`config.mk`:
```
export PLATFORM = sky130hd
export DESIGN_NAME = ps2_mouse_rx
export DESIGN_NICKNAME = d
export VERILOG_FILES = /design/src/rtl/ps2_pkg.sv /design/src/rtl/ps2_line_filter.sv /design/src/rtl/ps2_mouse_rx.sv
export SDC_FILE = /design/constraint.sdc
export NUM_CORES = 1
export LEC_CHECK = 0
export BUFFER_PORTS_ARGS = -buffer_cell sky130_fd_sc_hd__buf_4
export CORE_AREA = 10 10 136 76
export CTS_CLUSTER_DIAMETER = 200
export DETAILED_ROUTE_END_ITERATION = 8
export DIE_AREA = 0 0 146 86
export GPL_TIMING_DRIVEN = 1
export PLACE_DENSITY = 0.79
export SYNTH_ARGS = -nofsm -noshare
export SYNTH_HDL_FRONTEND = slang
export SYNTH_SLANG_ARGS = --single-unit
```
`constraint.sdc`:
```
create_clock -name clk -period 2.92 [get_ports clk]
set_clock_uncertainty 0.05 [all_clocks]
set_input_delay 0.438 -clock clk [delete_from_list [all_inputs] [get_ports clk]]
set_output_delay 0.438 -clock clk [all_outputs]
set_load 0.05 [all_outputs]
```
`src/rtl/ps2_pkg.sv`:
```
// Shared types and constants for the receive-only PS/2 mouse front end.
package ps2_pkg;

    localparam int PS2_DATA_BITS = 8;
    localparam int PKT_BYTES     = 3;
    localparam int PKT_SYNC_BIT  = 3;
    localparam int STROBE_BIT    = 24;
    localparam int PKT_WIDTH     = STROBE_BIT + 1;

    localparam int BYTE0_LSB = 0;
    localparam int X_LSB     = 8;
    localparam int Y_LSB     = 16;

    typedef enum logic [1:0] {
        IDLE,
        DATA,
        PARITY,
        STOP
    } frame_state_e;

    // True when the data byte plus its parity bit has an odd number of ones.
    function automatic logic odd_parity_ok(input logic [PS2_DATA_BITS-1:0] data,
                                           input logic parity);
        return (^data) ^ parity;
    endfunction

endpackage

```
`src/rtl/ps2_line_filter.sv`:
```
// Two-flop synchroniser followed by a saturating glitch filter for one PS/2 line.
module ps2_line_filter #(
    parameter int FILTER_LEN = 8
) (
    input  logic clk,
    input  logic reset_n,
    input  logic raw,
    output logic filtered
);

    localparam int CNT_W = $clog2(FILTER_LEN + 1);
    localparam logic [CNT_W-1:0] CNT_LAST = CNT_W'(FILTER_LEN - 1);

    logic [1:0]       sync;
    logic [CNT_W-1:0] cnt;

    // The filtered value flips only on the FILTER_LEN-th consecutive disagreeing sample.
    always_ff @(posedge clk or negedge reset_n) begin
        if (!reset_n) begin
            sync     <= 2'b11;
            filtered <= 1'b1;
            cnt      <= '0;
        end else begin
            sync <= {sync[0], raw};
            if (sync[1] == filtered) begin
                cnt <= '0;
            end else if (cnt == CNT_LAST) begin
                filtered <= sync[1];
                cnt      <= '0;
            end else begin
                cnt <= cnt + 1'b1;
            end
        end
    end

endmodule

```
`src/rtl/ps2_mouse_rx.sv`:
```
// PS/2 mouse receiver: line conditioning, 11-bit frame deserialiser and 3-byte packet assembly.
module ps2_mouse_rx
    import ps2_pkg::*;
#(
    parameter int FILTER_LEN  = 8,
    parameter int BIT_TIMEOUT = 6000,
    parameter int PKT_TIMEOUT = 1000000
) (
    input  logic                 clk,
    input  logic                 reset_n,
    input  logic                 ps2_clk,
    input  logic                 ps2_data,
    output logic [PKT_WIDTH-1:0] ps2_mouse,
    output logic                 frame_err
);

    localparam int BT_W = $clog2(BIT_TIMEOUT + 1);
    localparam int PT_W = $clog2(PKT_TIMEOUT + 1);
    localparam logic [BT_W-1:0] BT_LAST = BT_W'(BIT_TIMEOUT - 1);
    localparam logic [PT_W-1:0] PT_LAST = PT_W'(PKT_TIMEOUT - 1);
    localparam int BC_W = $clog2(PS2_DATA_BITS);

    logic clk_filt, data_filt, clk_prev, fall;
    logic bit_timeout, pkt_expire;
    logic [1:0] idx_eff;

    frame_state_e             state;
    logic [BC_W-1:0]          bit_cnt;
    logic [PS2_DATA_BITS-1:0] shift;
    logic                     parity_ok;
    logic [BT_W-1:0]          bit_timer;
    logic [PT_W-1:0]          pkt_timer;
    logic [1:0]               byte_idx;
    logic [PS2_DATA_BITS-1:0] byte0;
    logic [PS2_DATA_BITS-1:0] x_byte;

    ps2_line_filter #(.FILTER_LEN(FILTER_LEN)) u_clk_filter (
        .clk      (clk),
        .reset_n  (reset_n),
        .raw      (ps2_clk),
        .filtered (clk_filt)
    );

    ps2_line_filter #(.FILTER_LEN(FILTER_LEN)) u_data_filter (
        .clk      (clk),
        .reset_n  (reset_n),
        .raw      (ps2_data),
        .filtered (data_filt)
    );

    always_ff @(posedge clk or negedge reset_n) begin
        if (!reset_n) clk_prev <= 1'b1;
        else          clk_prev <= clk_filt;
    end

    // A fall outranks a bit timeout; an expiring packet timer makes this byte index 0.
    always_comb begin
        fall        = clk_prev & ~clk_filt;
        bit_timeout = (state != IDLE) && !fall && (bit_timer == BT_LAST);
        pkt_expire  = (byte_idx != 2'd0) && (pkt_timer == PT_LAST);
        idx_eff     = pkt_expire ? 2'd0 : byte_idx;
    end

    always_ff @(posedge clk or negedge reset_n) begin
        if (!reset_n) begin
            state     <= IDLE;
            bit_cnt   <= '0;
            shift     <= '0;
            parity_ok <= 1'b0;
            bit_timer <= '0;
            pkt_timer <= '0;
            byte_idx  <= 2'd0;
            byte0     <= '0;
            x_byte    <= '0;
            ps2_mouse <= '0;
            frame_err <= 1'b0;
        end else begin
            frame_err <= 1'b0;

            if (state == IDLE || fall || bit_timeout) bit_timer <= '0;
            else                                      bit_timer <= bit_timer + 1'b1;

            if (byte_idx == 2'd0 || pkt_expire) pkt_timer <= '0;
            else                                pkt_timer <= pkt_timer + 1'b1;

            if (pkt_expire) byte_idx <= 2'd0;

            if (bit_timeout) begin
                state     <= IDLE;
                frame_err <= 1'b1;
                byte_idx  <= 2'd0;
            end else if (fall) begin
                case (state)
                    IDLE: begin
                        if (!data_filt) begin
                            state   <= DATA;
                            bit_cnt <= '0;
                        end
                    end
                    DATA: begin
                        shift[bit_cnt] <= data_filt;
                        if (bit_cnt == BC_W'(PS2_DATA_BITS - 1)) state <= PARITY;
                        else                                     bit_cnt <= bit_cnt + 1'b1;
                    end
                    PARITY: begin
                        parity_ok <= odd_parity_ok(shift, data_filt);
                        state     <= STOP;
                    end
                    STOP: begin
                        state <= IDLE;
                        if (data_filt && parity_ok) begin
                            pkt_timer <= '0;
                            // Byte 0 must carry the always-one sync bit, otherwise it is dropped.
                            if (idx_eff == 2'd0) begin
                                if (shift[PKT_SYNC_BIT]) begin
                                    byte0    <= shift;
                                    byte_idx <= 2'd1;
                                end
                            end else if (idx_eff < 2'(PKT_BYTES - 1)) begin
                                x_byte   <= shift;
                                byte_idx <= idx_eff + 2'd1;
                            end else begin
                                ps2_mouse[BYTE0_LSB +: PS2_DATA_BITS] <= byte0;
                                ps2_mouse[X_LSB +: PS2_DATA_BITS]     <= x_byte;
                                ps2_mouse[Y_LSB +: PS2_DATA_BITS]     <= shift;
                                ps2_mouse[STROBE_BIT]                 <= ~ps2_mouse[STROBE_BIT];
                                byte_idx                              <= 2'd0;
                            end
                        end else begin
                            frame_err <= 1'b1;
                            byte_idx  <= 2'd0;
                        end
                    end
                endcase
            end
        end
    end

endmodule

```
# == Word level (Yosys, flattened, before mapping) ==
# Index checks and enable logic that the tools add are counted.
# op_classes
magnitude_cmp,3
n_eq_ne,14
reduce_logical,26
bitwise_logic,9
add_sub_neg,6
muxes,33
# op_table
cell,count
$mux W20,5
$mux W2,12
$add A20 B1 Y20 const B,1
$eq A20 B20 Y1 const B,1
$reduce_and A6 Y1,3
$mux W4,4
$add A13 B1 Y13 const B,1
$eq A13 B13 Y1 const B,1
$mux W13,1
$reduce_and A3 Y1,3
$add A4 B1 Y4 const B,2
$bwmux W8,1
$eq A4 B3 Y1 const B,2
$pmux W2 S4,1
$reduce_bool A2 Y1,4
$reduce_xor A8 Y1,1
$not A1 Y1,7
$logic_not A2 Y1,3
$mux W3,2
$ne A3 B3 Y1 const B,2
$pmux W3 S2,1
$logic_and A1 B1 Y1,5
$mux W1,5
$reduce_and A5 Y1,1
16 further kinds,22
# totals
word_cells,109
inputBits,4
output_inout_bits,26
reg_bits,106

# == Logic depth before layout (Yosys ltp) ==
# logic_depth
depth_word,10
mapped_depth,7
depth_no_buf,7

# == Hierarchy ==
# From an unflattened synthesis, not the netlist that was laid out.
# unflattened
hier_cells,382
hier_area_um2,4827.1
# by_module_without_submodules
module,n_inst,area_each_um2,seq_area_each_um2,cells_each
ps2_mouse_rx,1,4249.1,2303.5,344
ps2_line_filter,2,289.0,178.9,19

# == Least setup slack after synthesis ==
# OpenSTA, ideal clock, no wires.
# synth_timing
kind,reg-to-reg
from,reg pkt_timer[0]
to,reg ps2_mouse[15]
path_buffers,1
setup_ns,0.125
slack_ns,0.901
t_arrival_ns,1.845
period_less_slack_ns,2.019
path_stages_with_launch,7
required_ns,2.745
cell_sequence,dfrtp_1 ha_1 and4_1 nand4_2 o211ai_4 buf_4 mux2_2
# synth_via
elab_chain_len,6
word_cells_on_any_way,8
classes_between,order compare (1); eq/ne (1); mux (1); bitwise (2); reduce/logical (3)
# synth_lines
element,line,source
start: declaration,ps2_mouse_rx.sv:32,logic [PT_W-1:0] pkt_timer;
start signal: assignment,ps2_mouse_rx.sv:84,else pkt_timer <= pkt_timer + 1'b1;
$eq A20 B20 Y1 (*),ps2_mouse_rx.sv:60,pkt_expire = (byte_idx != 2'd0) && (pkt_timer == PT_LAST);
$logic_and A1 B1 Y1 (*),ps2_mouse_rx.sv:60,
$mux W2 (*),ps2_mouse_rx.sv:61,idx_eff = pkt_expire ? 2'd0 : byte_idx;
$lt A2 B2 Y1 or $logic_not A2 Y1 (tied branches),"ps2_mouse_rx.sv:119, ps2_mouse_rx.sv:114",
$not A1 Y1 (no source line),-,
$reduce_and A6 Y1 (no source line) (*),-,
end signal: indexed assignment,ps2_mouse_rx.sv:123,ps2_mouse[BYTE0_LSB +: PS2_DATA_BITS] <= byte0;
end signal: indexed assignment,ps2_mouse_rx.sv:124,ps2_mouse[X_LSB +: PS2_DATA_BITS] <= x_byte;
end signal: indexed assignment,ps2_mouse_rx.sv:125,ps2_mouse[Y_LSB +: PS2_DATA_BITS] <= shift;
end: declaration,ps2_mouse_rx.sv:13,"output logic [PKT_WIDTH-1:0] ps2_mouse,"
# Mark *: on every way between the ends. The rest lies on a longest branch, timed or not.
# A chain may end at the register's enable or synchronous reset.

# == Worst setup path in the final report ==
# layout_timing
from,reg pkt_timer[0]
to,reg x_byte[4]
# layout_via
elab_chain_len,6
word_cells_on_any_way,7
classes_between,order compare (1); eq/ne (1); mux (1); bitwise (1); reduce/logical (3)
# layout_lines
element,line,source
$eq A20 B20 Y1 (*),ps2_mouse_rx.sv:60,
$logic_and A1 B1 Y1 (*),ps2_mouse_rx.sv:60,
$mux W2 (*),ps2_mouse_rx.sv:61,
"parallel branches: the longest is 2 deep, another holds $lt A2 B2 Y1",-,
$reduce_and A6 Y1 (no source line) (*),-,
end signal: assignment,ps2_mouse_rx.sv:120,x_byte <= shift;
end: declaration,ps2_mouse_rx.sv:35,logic [PS2_DATA_BITS-1:0] x_byte;
# Every way passes the cells marked *.

==> flow_summary.json <==
{
  "cpMaxStageDelayCell": "or2_1",
  "cp_slowest_stage_delay_ns": 0.47,
  "antenna_found_initial": 0,
  "relSlewSlack": 0.498,
  "coreArea_sq_mm": 0.00786,
  "drc": 0,
  "postSynthNetCount": 398,
  "slew_violations": 0,
  "cp-end-kind": "register",
  "worstPathMaxFanout": 8,
  "drv_cap": 0,
  "required_ns": 3.10,
  "crit_buf_inv": 0,
  "place_ws_ns": 0.544,
  "grt_overflow": 0,
  "num_vias": 2862,
  "dieArea_sq_mm": 0.0126,
  "numPortBuffers": 29,
  "h-tree-depth": 3,
  "fin_util": 0.677,
  "cts_root_buf": "clkbuf_16",
  "holdBufCountCts": 0,
  "r2r-end": "x_byte[4]",
  "place_congestion": 0.780,
  "synth_area_per_cell_sq_um": 12.2,
  "totalNegativeSetupSlack_ns": 0,
  "grt_max_degree": 60,
  "wl_per_cell_um": 16.2,
  "synth.cell_area_sq_mm": 0.00468,
  "fin_hold_ws_ns": 0.105,
  "synthArstFlopShare": 1.00,
  "clock_latency_ns": 0.35,
  "p_leak_nw": 2.56,
  "grt_pass1_vias": 3052,
  "drt_iter0_drc": 134,
  "rsz0062_at_grt": "false",
  "setup_slack_ns": 0.520,
  "cts_buffer_depth": 2,
  "post-cts-setup-buffers": 0,
  "hold_viol": 0,
  "criticalPathCategory": "register to register",
  "drive_gt1_frac": 0.246,
  "grt_pass1_wl_mm": 15.0,
  "seq_area_frac_synth": 0.569,
  "layout_common_cells": "99 x dfrtp_1, 52 x nor2_1, 38 x mux2_2",
  "synth-edff-count": 0,
  "n_antenna_cell": 0,
  "initial_utilization": 0.596,
  "finalCriticalPeriod_ns": 2.40,
  "rr_startpoint": "pkt_timer[0]",
  "powerDensity_mw_per_mm2": 638,
  "yosys_warnings": 0,
  "hold_path.class": "primary input to async pin",
  "clock_sinks": 106,
  "hpwl_mm": 6.12,
  "fmax_ghz": 0.417,
  "synthFlopType": "dfrtp_1",
  "wl_mm": 8.66,
  "setup_viol": 0,
  "place_inst": 519,
  "reg2regPathDepth": 6,
  "grt_usage": 0.146,
  "ioPinCount": 30,
  "dpl-instance-area_sq_mm": 0.00502,
  "cts_inserted_buffers": 9,
  "fp.dieW_um": 146,
  "status": "completed",
  "via_per_inst": 5.35,
  "stdcell_count": 535,
  "stdcell_area_sq_mm": 0.00532,
  "drtPass1Iterations": 4,
  "worstPathCellList": "ha_1 > and4_1 > nand4_2 > nor2_1 > or2_1 > mux2_4",
  "synthCells": 383,
  "finalNetCount": 433,
  "yosysUniqueCellTypes": 43,
  "cp-start-kind": "register",
  "synth-seq-cells": 106,
  "worstPathArrival_ns": 2.58,
  "rows": 23,
  "cts-resized-gates": 0,
  "final_common_cell": "dfrtp_1",
  "vdd_drop_max_v": 0.000354,
  "area_growth_syn_to_layout_pct": 13.7,
  "p_total_mw": 3.40,
  "ant_nets": 0,
  "worst_slew_pin_slew_ns": 0.753,
  "die_h_um": 86,
  "rrSetupSlack_ns": 0.52,
  "cts_tree": "built",
  "path_delay_family": "simple AND/OR/NAND/NOR gates",
  "fin_crit_sh": 0.822,
  "clk_pin_slew_ns": 0.06
}
metal layers:
metal | GRT usage | part of all wire | vias up
met2 | 0.249 | 0.50 | 51
met5 | 0 | 0 | -
met4 | 0.0650 | 0.017 | 0
met3 | 0.0440 | 0.038 | 13
li1 | - | - | 1387
met1 | 0.168 | 0.44 | 1411
worst register-to-register path: stages (launching register included):
cell and delay [ns]:
dfrtp_1 0.39, ha_1 0.25, and4_1 0.28, nand4_2 0.21, nor2_1 0.29, or2_1 0.47, mux2_4 0.34
synth_stat cells, types with 2 or more instances:
| cell type | count | area share |
|---|---|---|
| nand2b_1 | 2 | 0.0027 |
| xnor2_1 | 24 | 0.045 |
| clkbuf_1 | 2 | 0.0016 |
| mux2_4 | 8 | 0.026 |
| o21ai_0 | 7 | 0.0075 |
| and2_1 | 2 | 0.0027 |
| nor4_2 | 2 | 0.0053 |
| dfstp_2 | 7 | 0.039 |
| and3_1 | 8 | 0.011 |
| nor2_1 | 52 | 0.042 |
| nand2_1 | 20 | 0.016 |
| buf_4 | 2 | 0.0032 |
| mux2_2 | 38 | 0.091 |
| nand3_1 | 22 | 0.024 |
| buf_2 | 2 | 0.0021 |
| nor4b_1 | 2 | 0.0037 |
| nor3b_1 | 2 | 0.0032 |
| nor2b_1 | 3 | 0.0040 |
| ha_1 | 11 | 0.029 |
| inv_1 | 9 | 0.0072 |
| a21oi_1 | 3 | 0.0032 |
| and4_1 | 2 | 0.0037 |
| or3_1 | 2 | 0.0027 |
| nand4_1 | 6 | 0.0080 |
| dfrtp_1 | 99 | 0.53 |
| xor2_1 | 18 | 0.034 |
| nor3_1 | 10 | 0.011 |
| mux2_1 | 3 | 0.0072 |
worst max path at each step:
stage	from	endpoint	cells past startpoint	slack [ns]
2_1_floorplan	pkt_timer[0]	ps2_mouse[15]	6	0.90
3_3_place_gp	pkt_timer[0]	x_byte[4]	6	0.69
3_5_place_dp	pkt_timer[0]	x_byte[2]	6	0.54
4_1_cts	pkt_timer[0]	x_byte[3]	6	0.53
5_1_grt	pkt_timer[1]	x_byte[7]	6	0.37
6_report	pkt_timer[0]	x_byte[4]	6	0.52
sequential cells by signal (all words and copies together), names as in the netlist, 2 cells and up:
register,count
u_clk_filter.sync,2
state,2
u_data_filter.sync,2
bit_timer,13
shift,8
ps2_mouse,25
u_data_filter.cnt,4
byte0,8
bit_cnt,3
u_clk_filter.cnt,4
byte_idx,2
x_byte,8
pkt_timer,20
logic make-up (layout without fill, tap and decap cells):
group / count (synthesis) / count (layout) / share of synthesized area
compound gates: 16 / 16 / 0.0270
xor+xnor: 42 / 42 / 0.0786
fa+ha+maj: 11 / 11 / 0.0294
buf+inv: 16 / 56 / 0.0166
flops: 106 / 106 / 0.569
mux: 49 / 49 / 0.124
simple gates: 143 / 143 / 0.155
area by class of cell:
class / count / area [sq um]
sequential: 106 / 2660
fill: 550 / 2540
multi-input combinational: 261 / 1940
clock buffer: 14 / 264
timing repair buffer: 31 / 245
tap: 112 / 140
clock inverter: 2 / 35.0
inverter: 9 / 33.8
report_power, final:
part	switching [mW]	total [mW]	internal, mW
Combinational	0.275	0.462	0.186
Sequential	0.132	1.72	1.59
Clock	0.501	1.21	0.711
Total	0.907	3.40	2.49
No activity file was read; power rests on OpenSTA's default activity.
